`config.mk`:
```
export PLATFORM = sky130hd
export DESIGN_NAME = spi_avmm_burst_bridge_flat
export DESIGN_NICKNAME = d
export VERILOG_FILES = /design/src/rtl/spi_avmm_burst_bridge_if.sv /design/src/rtl/spi_avmm_burst_bridge.sv /design/src/flat_wrapper.sv
export SDC_FILE = /design/constraint.sdc
export NUM_CORES = 1
export LEC_CHECK = 0
export ABC_AREA = 1
export ABC_CLOCK_PERIOD_IN_PS = 1550
export BUFFER_PORTS_ARGS = -buffer_cell sky130_fd_sc_hd__buf_2
export CAP_MARGIN = 10
export CORE_MARGIN = 3
export CORE_UTILIZATION = 43
export CTS_BUF_LIST = sky130_fd_sc_hd__clkbuf_16
export DETAILED_ROUTE_END_ITERATION = 16
export PLACE_DENSITY = 0.82
export SETUP_SLACK_MARGIN = 0.02
export SLEW_MARGIN = 0
export SYNTH_ARGS = -nofsm -noshare
export SYNTH_HDL_FRONTEND = slang
export SYNTH_SLANG_ARGS = --single-unit
```
`constraint.sdc`:
```
create_clock -name avmm_clk -period 1.55 [get_ports avmm_clk]
set_clock_uncertainty 0.15 [all_clocks]
set_input_delay 0.155 -clock avmm_clk [delete_from_list [all_inputs] [get_ports avmm_clk]]
set_output_delay 0.155 -clock avmm_clk [all_outputs]
set_load 0.02 [all_outputs]
```
`src/rtl/spi_avmm_burst_bridge_if.sv`:
```
// AVMM bus bundle shared by both sides of spi_avmm_burst_bridge.
// The master modport drives the command and the slave modport answers it.
// burstcount is present on both sides; the single-word side always drives 1.
interface spi_avmm_burst_bridge_if #(
  parameter int ADDR_W  = 17,
  parameter int DATA_W  = 32,
  parameter int BE_W    = 4,
  parameter int BURST_W = 9
) ();
  logic [ADDR_W-1:0]  address;
  logic               write;
  logic               read;
  logic [BURST_W-1:0] burstcount;
  logic [DATA_W-1:0]  writedata;
  logic [BE_W-1:0]    byteenable;
  logic               waitrequest;
  logic [DATA_W-1:0]  readdata;
  logic               readdatavalid;

  modport master (
    output address, write, read, burstcount, writedata, byteenable,
    input  waitrequest, readdata, readdatavalid
  );

  modport slave (
    input  address, write, read, burstcount, writedata, byteenable,
    output waitrequest, readdata, readdatavalid
  );
endinterface

```
`src/rtl/spi_avmm_burst_bridge.sv`:
```
// Burst-to-single AVMM bridge between the SPI slave's AVMM master and an AIB
// configuration AVMM slave. Bursts (up to 256 beats, 0 counts as 1) are split
// into single-word accesses at incrementing, wrapping byte addresses with one
// access outstanding. Read data returns in order, one cycle after the AIB
// strobe. The SPI side only ever sees registered waitrequest, so AIB stalls
// never reach it combinationally.
// Optional feature macro: SPI_AVMM_BRIDGE_TIMEOUT_EN enables the read-response
// timeout (returns 0xDEADBEEF and sets the sticky err_timeout flag).
module spi_avmm_burst_bridge #(
  parameter int ADDR_W      = 17,
  parameter int DATA_W      = 32,
  parameter int BE_W        = 4,
  parameter int BURST_W     = 9,
  parameter int TIMEOUT_CYC = 1024
) (
  input  logic                    avmm_clk,
  input  logic                    avmm_rst,
  spi_avmm_burst_bridge_if.slave  s,
  spi_avmm_burst_bridge_if.master m,
  output logic                    err_timeout
);

  localparam logic [1:0] IDLE     = 2'd0;
  localparam logic [1:0] WR_BURST = 2'd1;
  localparam logic [1:0] RD_ISSUE = 2'd2;
  localparam logic [1:0] RD_WAIT  = 2'd3;

  localparam logic [ADDR_W-1:0]  ADDR_STEP = ADDR_W'(BE_W);
  localparam logic [BURST_W-1:0] ONE_BEAT  = BURST_W'(1);

  logic [1:0]         state_reg;
  logic [BURST_W-1:0] beats_left_reg;
  logic               s_wait_reg;
  logic               s_rvalid_reg;
  logic [DATA_W-1:0]  s_rdata_reg;
  logic               m_write_reg;
  logic               m_read_reg;
  logic [ADDR_W-1:0]  m_addr_reg;
  logic [DATA_W-1:0]  m_wdata_reg;
  logic [BE_W-1:0]    m_be_reg;

  logic               s_wr_acc;
  logic               s_rd_acc;
  logic               m_acc;
  logic               rd_resp;
  logic [DATA_W-1:0]  rd_resp_data;
  logic [BURST_W-1:0] burst_len;
  logic [ADDR_W-1:0]  next_addr;

  // SPI-side acceptance uses the registered waitrequest; a write wins over a
  // simultaneous read, which simply stays pending on the bus.
  assign s_wr_acc  = !s_wait_reg && s.write;
  assign s_rd_acc  = !s_wait_reg && s.read && !s.write;
  assign m_acc     = !m.waitrequest;
  assign burst_len = (s.burstcount == '0) ? ONE_BEAT : s.burstcount;
  // Natural ADDR_W-bit overflow gives the modulo-2^ADDR_W wrap.
  assign next_addr = m_addr_reg + ADDR_STEP;

`ifdef SPI_AVMM_BRIDGE_TIMEOUT_EN
  localparam int TO_W = $clog2(TIMEOUT_CYC + 1);

  logic [TO_W-1:0] to_cnt_reg;
  logic            err_reg;
  logic            to_fire;

  assign to_fire = (state_reg == RD_WAIT) && !m.readdatavalid &&
                   (to_cnt_reg == TO_W'(TIMEOUT_CYC - 1));

  // Count cycles spent waiting for each read beat; flag sticks until reset.
  always_ff @(posedge avmm_clk) begin
    if (avmm_rst) begin
      to_cnt_reg <= '0;
      err_reg    <= 1'b0;
    end else begin
      if (state_reg != RD_WAIT || to_fire) begin
        to_cnt_reg <= '0;
      end else begin
        to_cnt_reg <= to_cnt_reg + TO_W'(1);
      end
      if (to_fire) begin
        err_reg <= 1'b1;
      end
    end
  end

  // A timed-out beat completes with a marker word; a late AIB strobe then
  // lands outside RD_WAIT of that beat and is dropped.
  assign rd_resp      = (state_reg == RD_WAIT) && (m.readdatavalid || to_fire);
  assign rd_resp_data = m.readdatavalid ? m.readdata : DATA_W'(32'hDEAD_BEEF);
  assign err_timeout  = err_reg;
`else
  assign rd_resp      = (state_reg == RD_WAIT) && m.readdatavalid;
  assign rd_resp_data = m.readdata;
  // No timeout hardware in this build: always 0 (TIMEOUT_CYC is never negative).
  assign err_timeout  = (TIMEOUT_CYC < 0);
`endif

  // Main FSM: splits bursts into single-word accesses and tracks beats left.
  always_ff @(posedge avmm_clk) begin
    if (avmm_rst) begin
      state_reg      <= IDLE;
      beats_left_reg <= '0;
      s_wait_reg     <= 1'b1;
      s_rvalid_reg   <= 1'b0;
      s_rdata_reg    <= '0;
      m_write_reg    <= 1'b0;
      m_read_reg     <= 1'b0;
      m_addr_reg     <= '0;
      m_wdata_reg    <= '0;
      m_be_reg       <= '0;
    end else begin
      s_rvalid_reg <= 1'b0;
      case (state_reg)
        IDLE: begin
          s_wait_reg <= 1'b0;
          if (s_wr_acc) begin
            m_write_reg    <= 1'b1;
            m_addr_reg     <= s.address;
            m_wdata_reg    <= s.writedata;
            m_be_reg       <= s.byteenable;
            beats_left_reg <= burst_len;
            s_wait_reg     <= 1'b1;
            state_reg      <= WR_BURST;
          end else if (s_rd_acc) begin
            m_read_reg     <= 1'b1;
            m_addr_reg     <= s.address;
            beats_left_reg <= burst_len;
            s_wait_reg     <= 1'b1;
            state_reg      <= RD_ISSUE;
          end
        end
        WR_BURST: begin
          if (m_write_reg) begin
            // Hold the beat until the AIB takes it, then open the SPI side
            // for exactly the following cycle.
            if (m_acc) begin
              m_write_reg    <= 1'b0;
              s_wait_reg     <= 1'b0;
              beats_left_reg <= beats_left_reg - ONE_BEAT;
              if (beats_left_reg == ONE_BEAT) begin
                state_reg <= IDLE;
              end
            end
          end else if (s_wr_acc) begin
            m_write_reg <= 1'b1;
            m_addr_reg  <= next_addr;
            m_wdata_reg <= s.writedata;
            m_be_reg    <= s.byteenable;
            s_wait_reg  <= 1'b1;
          end
        end
        RD_ISSUE: begin
          if (m_acc) begin
            m_read_reg <= 1'b0;
            state_reg  <= RD_WAIT;
          end
        end
        RD_WAIT: begin
          if (rd_resp) begin
            s_rdata_reg    <= rd_resp_data;
            s_rvalid_reg   <= 1'b1;
            beats_left_reg <= beats_left_reg - ONE_BEAT;
            if (beats_left_reg == ONE_BEAT) begin
              s_wait_reg <= 1'b0;
              state_reg  <= IDLE;
            end else begin
              m_addr_reg <= next_addr;
              m_read_reg <= 1'b1;
              state_reg  <= RD_ISSUE;
            end
          end
        end
        default: state_reg <= IDLE;
      endcase
    end
  end

  assign s.waitrequest   = s_wait_reg;
  assign s.readdata      = s_rdata_reg;
  assign s.readdatavalid = s_rvalid_reg;

  assign m.address    = m_addr_reg;
  assign m.write      = m_write_reg;
  assign m.read       = m_read_reg;
  assign m.burstcount = ONE_BEAT;
  assign m.writedata  = m_wdata_reg;
  assign m.byteenable = m_be_reg;

endmodule

```
`src/flat_wrapper.sv`:
```
// flat-port wrapper written by rule: the top's interface ports become plain ports
module spi_avmm_burst_bridge_flat 
#(
  parameter int ADDR_W      = 17,
  parameter int DATA_W      = 32,
  parameter int BE_W        = 4,
  parameter int BURST_W     = 9,
  parameter int TIMEOUT_CYC = 1024
)
  (avmm_clk, avmm_rst, err_timeout, s_address, s_write, s_read, s_burstcount, s_writedata, s_byteenable, s_waitrequest, s_readdata, s_readdatavalid, m_address, m_write, m_read, m_burstcount, m_writedata, m_byteenable, m_waitrequest, m_readdata, m_readdatavalid);
  spi_avmm_burst_bridge_if #(.ADDR_W(ADDR_W), .DATA_W(DATA_W), .BE_W(BE_W), .BURST_W(BURST_W)) s_i ();
  spi_avmm_burst_bridge_if #(.ADDR_W(ADDR_W), .DATA_W(DATA_W), .BE_W(BE_W), .BURST_W(BURST_W)) m_i ();
  input  logic avmm_clk;
  input  logic avmm_rst;
  output logic err_timeout;
  input wire logic [$bits(s_i.address)-1:0] s_address;
  input wire logic [$bits(s_i.write)-1:0] s_write;
  input wire logic [$bits(s_i.read)-1:0] s_read;
  input wire logic [$bits(s_i.burstcount)-1:0] s_burstcount;
  input wire logic [$bits(s_i.writedata)-1:0] s_writedata;
  input wire logic [$bits(s_i.byteenable)-1:0] s_byteenable;
  output wire logic [$bits(s_i.waitrequest)-1:0] s_waitrequest;
  output wire logic [$bits(s_i.readdata)-1:0] s_readdata;
  output wire logic [$bits(s_i.readdatavalid)-1:0] s_readdatavalid;
  output wire logic [$bits(m_i.address)-1:0] m_address;
  output wire logic [$bits(m_i.write)-1:0] m_write;
  output wire logic [$bits(m_i.read)-1:0] m_read;
  output wire logic [$bits(m_i.burstcount)-1:0] m_burstcount;
  output wire logic [$bits(m_i.writedata)-1:0] m_writedata;
  output wire logic [$bits(m_i.byteenable)-1:0] m_byteenable;
  input wire logic [$bits(m_i.waitrequest)-1:0] m_waitrequest;
  input wire logic [$bits(m_i.readdata)-1:0] m_readdata;
  input wire logic [$bits(m_i.readdatavalid)-1:0] m_readdatavalid;
  assign s_i.address = s_address;
  assign s_i.write = s_write;
  assign s_i.read = s_read;
  assign s_i.burstcount = s_burstcount;
  assign s_i.writedata = s_writedata;
  assign s_i.byteenable = s_byteenable;
  assign s_waitrequest = s_i.waitrequest;
  assign s_readdata = s_i.readdata;
  assign s_readdatavalid = s_i.readdatavalid;
  assign m_address = m_i.address;
  assign m_write = m_i.write;
  assign m_read = m_i.read;
  assign m_burstcount = m_i.burstcount;
  assign m_writedata = m_i.writedata;
  assign m_byteenable = m_i.byteenable;
  assign m_i.waitrequest = m_waitrequest;
  assign m_i.readdata = m_readdata;
  assign m_i.readdatavalid = m_readdatavalid;
  spi_avmm_burst_bridge #(.ADDR_W(ADDR_W), .DATA_W(DATA_W), .BE_W(BE_W), .BURST_W(BURST_W), .TIMEOUT_CYC(TIMEOUT_CYC)) u_core (.avmm_clk(avmm_clk), .avmm_rst(avmm_rst), .s(s_i), .m(m_i), .err_timeout(err_timeout));
endmodule
```
==> flow_metrics.py <==
metrics = {
    "outcome": {
        "status": "finished with violations",
        "failed_checks": "setup timing",
    },
    "finish": {
        "layout-drive-gt1-share_pct": 39.96,
        "nets": 1040,
        "regArea_um2": 2017,
        "n_fill_cell": 770,
        "area_delta_synth_final_pct": 61.02,
        "multi_input_area_um2": 2648,
    },
    "power": {
        "irDropWorstVdd_mv": 0.9915,
        "seqPwrFrac_pct": 29.1,
        "leakagePower_uw": 0.003436,
        "swShare_pct": 43.17,
        "internal-power_uw": 7350,
        "combPwrFrac_pct": 53.7,
        "p_clk_share_pct": 17.2,
        "power_density_nw_per_um2": 1725,
        "switching_power_uw": 5583,
    },
    "routing": {
        "drt_wl_total_mm": 16.64,
        "ant_nets": 0,
        "drc": 0,
        "dr.pass1.iters": 10,
        "num_vias": 5512,
        "drtIter0Drc": 421,
        "viasPerCell": 5.108,
        "avgRoutedWirePerCell_um": 15.42,
    },
    "sta": {
        "relSlewSlack_pct": 60.68,
        "report.final.slew_viol_count": 0,
        "hold_viol_final": 0,
        "fmax_mhz": 640.3,
        "setup_ws_ns": -0.01166,
        "tightest_slew_ns": 0.5898,
        "period_share_pct": 100.8,
        "whs_ns": 0.003511,
        "min_period_ns": 1.562,
        "grt_setup_unrepaired": "yes",
        "final-setup-viol-count": 1,
    },
    "setup_path": {
        "cp_cell_sequence": "buf_6, nand2_4, nor2_4, nor2_4, nand2_4, nor2_8, buf_12, nand3b_1, nand2_1, nor2_2",
        "path_delay_family": "simple AND/OR/NAND/NOR gates",
        "arrival_ns": 1.64,
        "cp-startpoint": "u_core.state_reg[0]",
        "path_depth": 10,
        "cp_max_fo": 8,
        "critPathLaunchType": "flip-flop",
        "worstSetupEndpointType": "flip-flop",
        "reg2reg_from": "u_core.state_reg[0]",
        "critical_path_class": "flip-flop to flip-flop",
        "cp_slowest_cell": "dfxtp_2",
        "worstPathRequired_ns": 1.63,
        "r2r_cells": 10,
        "critPathMaxStageDelay_ns": 0.33,
        "path_buf_inv": 2,
    },
    "floorplan": {
        "rows": 37,
        "die_h_um": 110.1,
        "core_um2": 10420,
        "start_util_pct": 44.71,
        "die_area_um2": 12120,
        "ios": 199,
        "fp.dieW_um": 110.1,
    },
    "global_routing": {
        "antenna_found_initial": 1,
        "grt_max_degree": 47,
        "grt-ovfl-total": 0,
        "grt_pass1_vias": 5163,
        "grt_usage_pct": 25.54,
        "grt_pass1_wl_mm": 24.67,
    },
    "clocking": {
        "clock-sinks": 100,
        "clkTransAtPathRegs_ns": 0.07,
        "cts_tree": "done",
        "cts-root-buf": "clkbuf_16",
        "htreeDepth": 3,
        "clk_path_buf_depth": 2,
        "clk_latency_ns": 0.33,
        "cts_buffers": 9,
    },
    "worst_hold_path": {
        "min_path_type": "input port to flip-flop",
        "whs_path_depth": 5,
        "min_from": "s_address[2]",
    },
    "yosys": {
        "synth_seq_area_share_pct": 42.99,
        "synth-seq-cells": 100,
        "yosysUniqueCellTypes": 35,
        "synthCells": 654,
        "synth_area_um2": 4657,
        "syn_avg_cell_area_um2": 7.121,
        "yosysWarnings": 0,
    },
    "run": {
        "maxCapViolCount": 0,
    },
    "place": {
        "place_worst_setup_slack_ns": -0.03394,
        "place_congestion": 0.8387,
        "port-buffer-count": 188,
        "dp_hpwl_mm": 9.454,
    },
}
metrics by stage:
stage / total power (µW) / TNS [ns] / std cells / instance area (µm²) / utilization (%)
final: 12930 / -0.01166 / 1079 / 7498 / 71.99
after global routing: 13780 / -1.190 / 1077 / 7493 / 71.94
after detailed placement: 9331 / -0.2106 / 978 / 5916 / 56.79
after floorplan: 7380 / 0 / 662 / 4692 / -
after global placement: 9226 / 0 / 978 / 5916 / 56.79
after CTS: 11780 / -0.02294 / 1068 / 6997 / 67.17
path summary, 6_finish.rpt:
kind	to	slack [ns]
setup / recovery	u_core.m.address[12]	-0.01
hold / removal	u_core.m.address[2]	0.004
setup reg to reg	u_core.m.address[12]	-0.01
hold reg to reg	u_core.m.read	0.29
per-layer routing:
metal	track usage [%]	share of wire (%)	vias up
li1	-	-	2685
met1	31.50	39	2519
met2	41.77	50	244
met3	6.115	6.6	64
met4	12.38	3.9	0
met5	0	0	-
cells by family after synthesis:
family                   share of synthesized area (%)
AO/OA/AOI/OAI                                    14.88
XOR/XNOR                                        0.3762
adder cells (fa/ha/maj)                         0.8061
buffers and inverters                            8.651
flip-flops                                       42.99
multiplexers                                    0.2149
other                                           0.1613
AND/OR/NAND/NOR                                  31.92
worst min-delay path, cell delays in order:
cell and delay, ns:
buf_2 0.07, nand2_1 0.04, o21ai_0 0.06, nor2_1 0.05, nor2_1 0.08
cells in the mapped netlist (all sizes together):
master	number	share of area, %
nand2	133	11
nor2	120	11
dfxtp	100	43
nand3	65	7.7
o21ai	62	6.9
a21oi	61	7.0
inv	36	3.1
buf	27	4.1
clkbuf	19	1.5
or2	7	0.94
nand4	5	0.67
ha	3	0.81
nor3	3	0.32
o21a	3	0.48
conb	2	0.16
nand3b	2	0.32
xnor2	2	0.38
a211oi	1	0.16
a21o	1	0.16
mux2i	1	0.21
o22ai	1	0.13
layout make-up:
cell class | count | area share, %
antenna | 2 | 0.06674
clock buffer | 9 | 3.004
clock inverter | 6 | 0.8510
inverter | 36 | 2.119
multi-input combinational | 480 | 35.31
sequential | 100 | 26.90
tap | 136 | 2.269
timing repair buffer | 310 | 29.48
power by group through the flow:
stage                     Sequential (µW)  Combinational, µW  Clock [µW]
after floorplan                      4200               3180           0
final                                3760               6950        2220
after detailed placement             3650               5680           0
after global routing                 3830               7580        2370
after global placement               3630               5600           0
after CTS                            3620               5920        2250
cell usage in the layout, fill, tap and decap left out, types with 5 or more instances in the layout:
cell type | Yosys | routed
nand4_1 | 5 | 5
nand2_2 | 4 | 11
inv_2 | 5 | 9
inv_1 | 28 | 23
o21ai_0 | 53 | 14
dfxtp_2 | 0 | 6
o21ai_1 | 6 | 23
nand3_1 | 60 | 55
nor2_4 | 3 | 9
nand2_4 | 3 | 6
o21ai_4 | 0 | 5
a21oi_1 | 55 | 49
nand3_2 | 4 | 8
dlygate4sd3_1 | 0 | 75
nand2_1 | 126 | 116
o21ai_2 | 3 | 20
a21oi_2 | 6 | 11
buf_4 | 14 | 32
dfxtp_1 | 100 | 92
nor2_2 | 1 | 19
buf_2 | 10 | 188
nor2_1 | 115 | 91
conb_1 | 2 | 10
clkbuf_16 | 0 | 11
or2_2 | 7 | 7
buf_12 | 0 | 9
what timing repair did:
item,CTS,global route
setup endpoints to repair,58,68
setup buffers,0,7
gates cloned,0,2
hold endpoints to repair,75,0
pin swaps,7,23
resized for setup,18,141
hold buffers,75,0
Note: power is estimated with default switching activity, not from simulation.
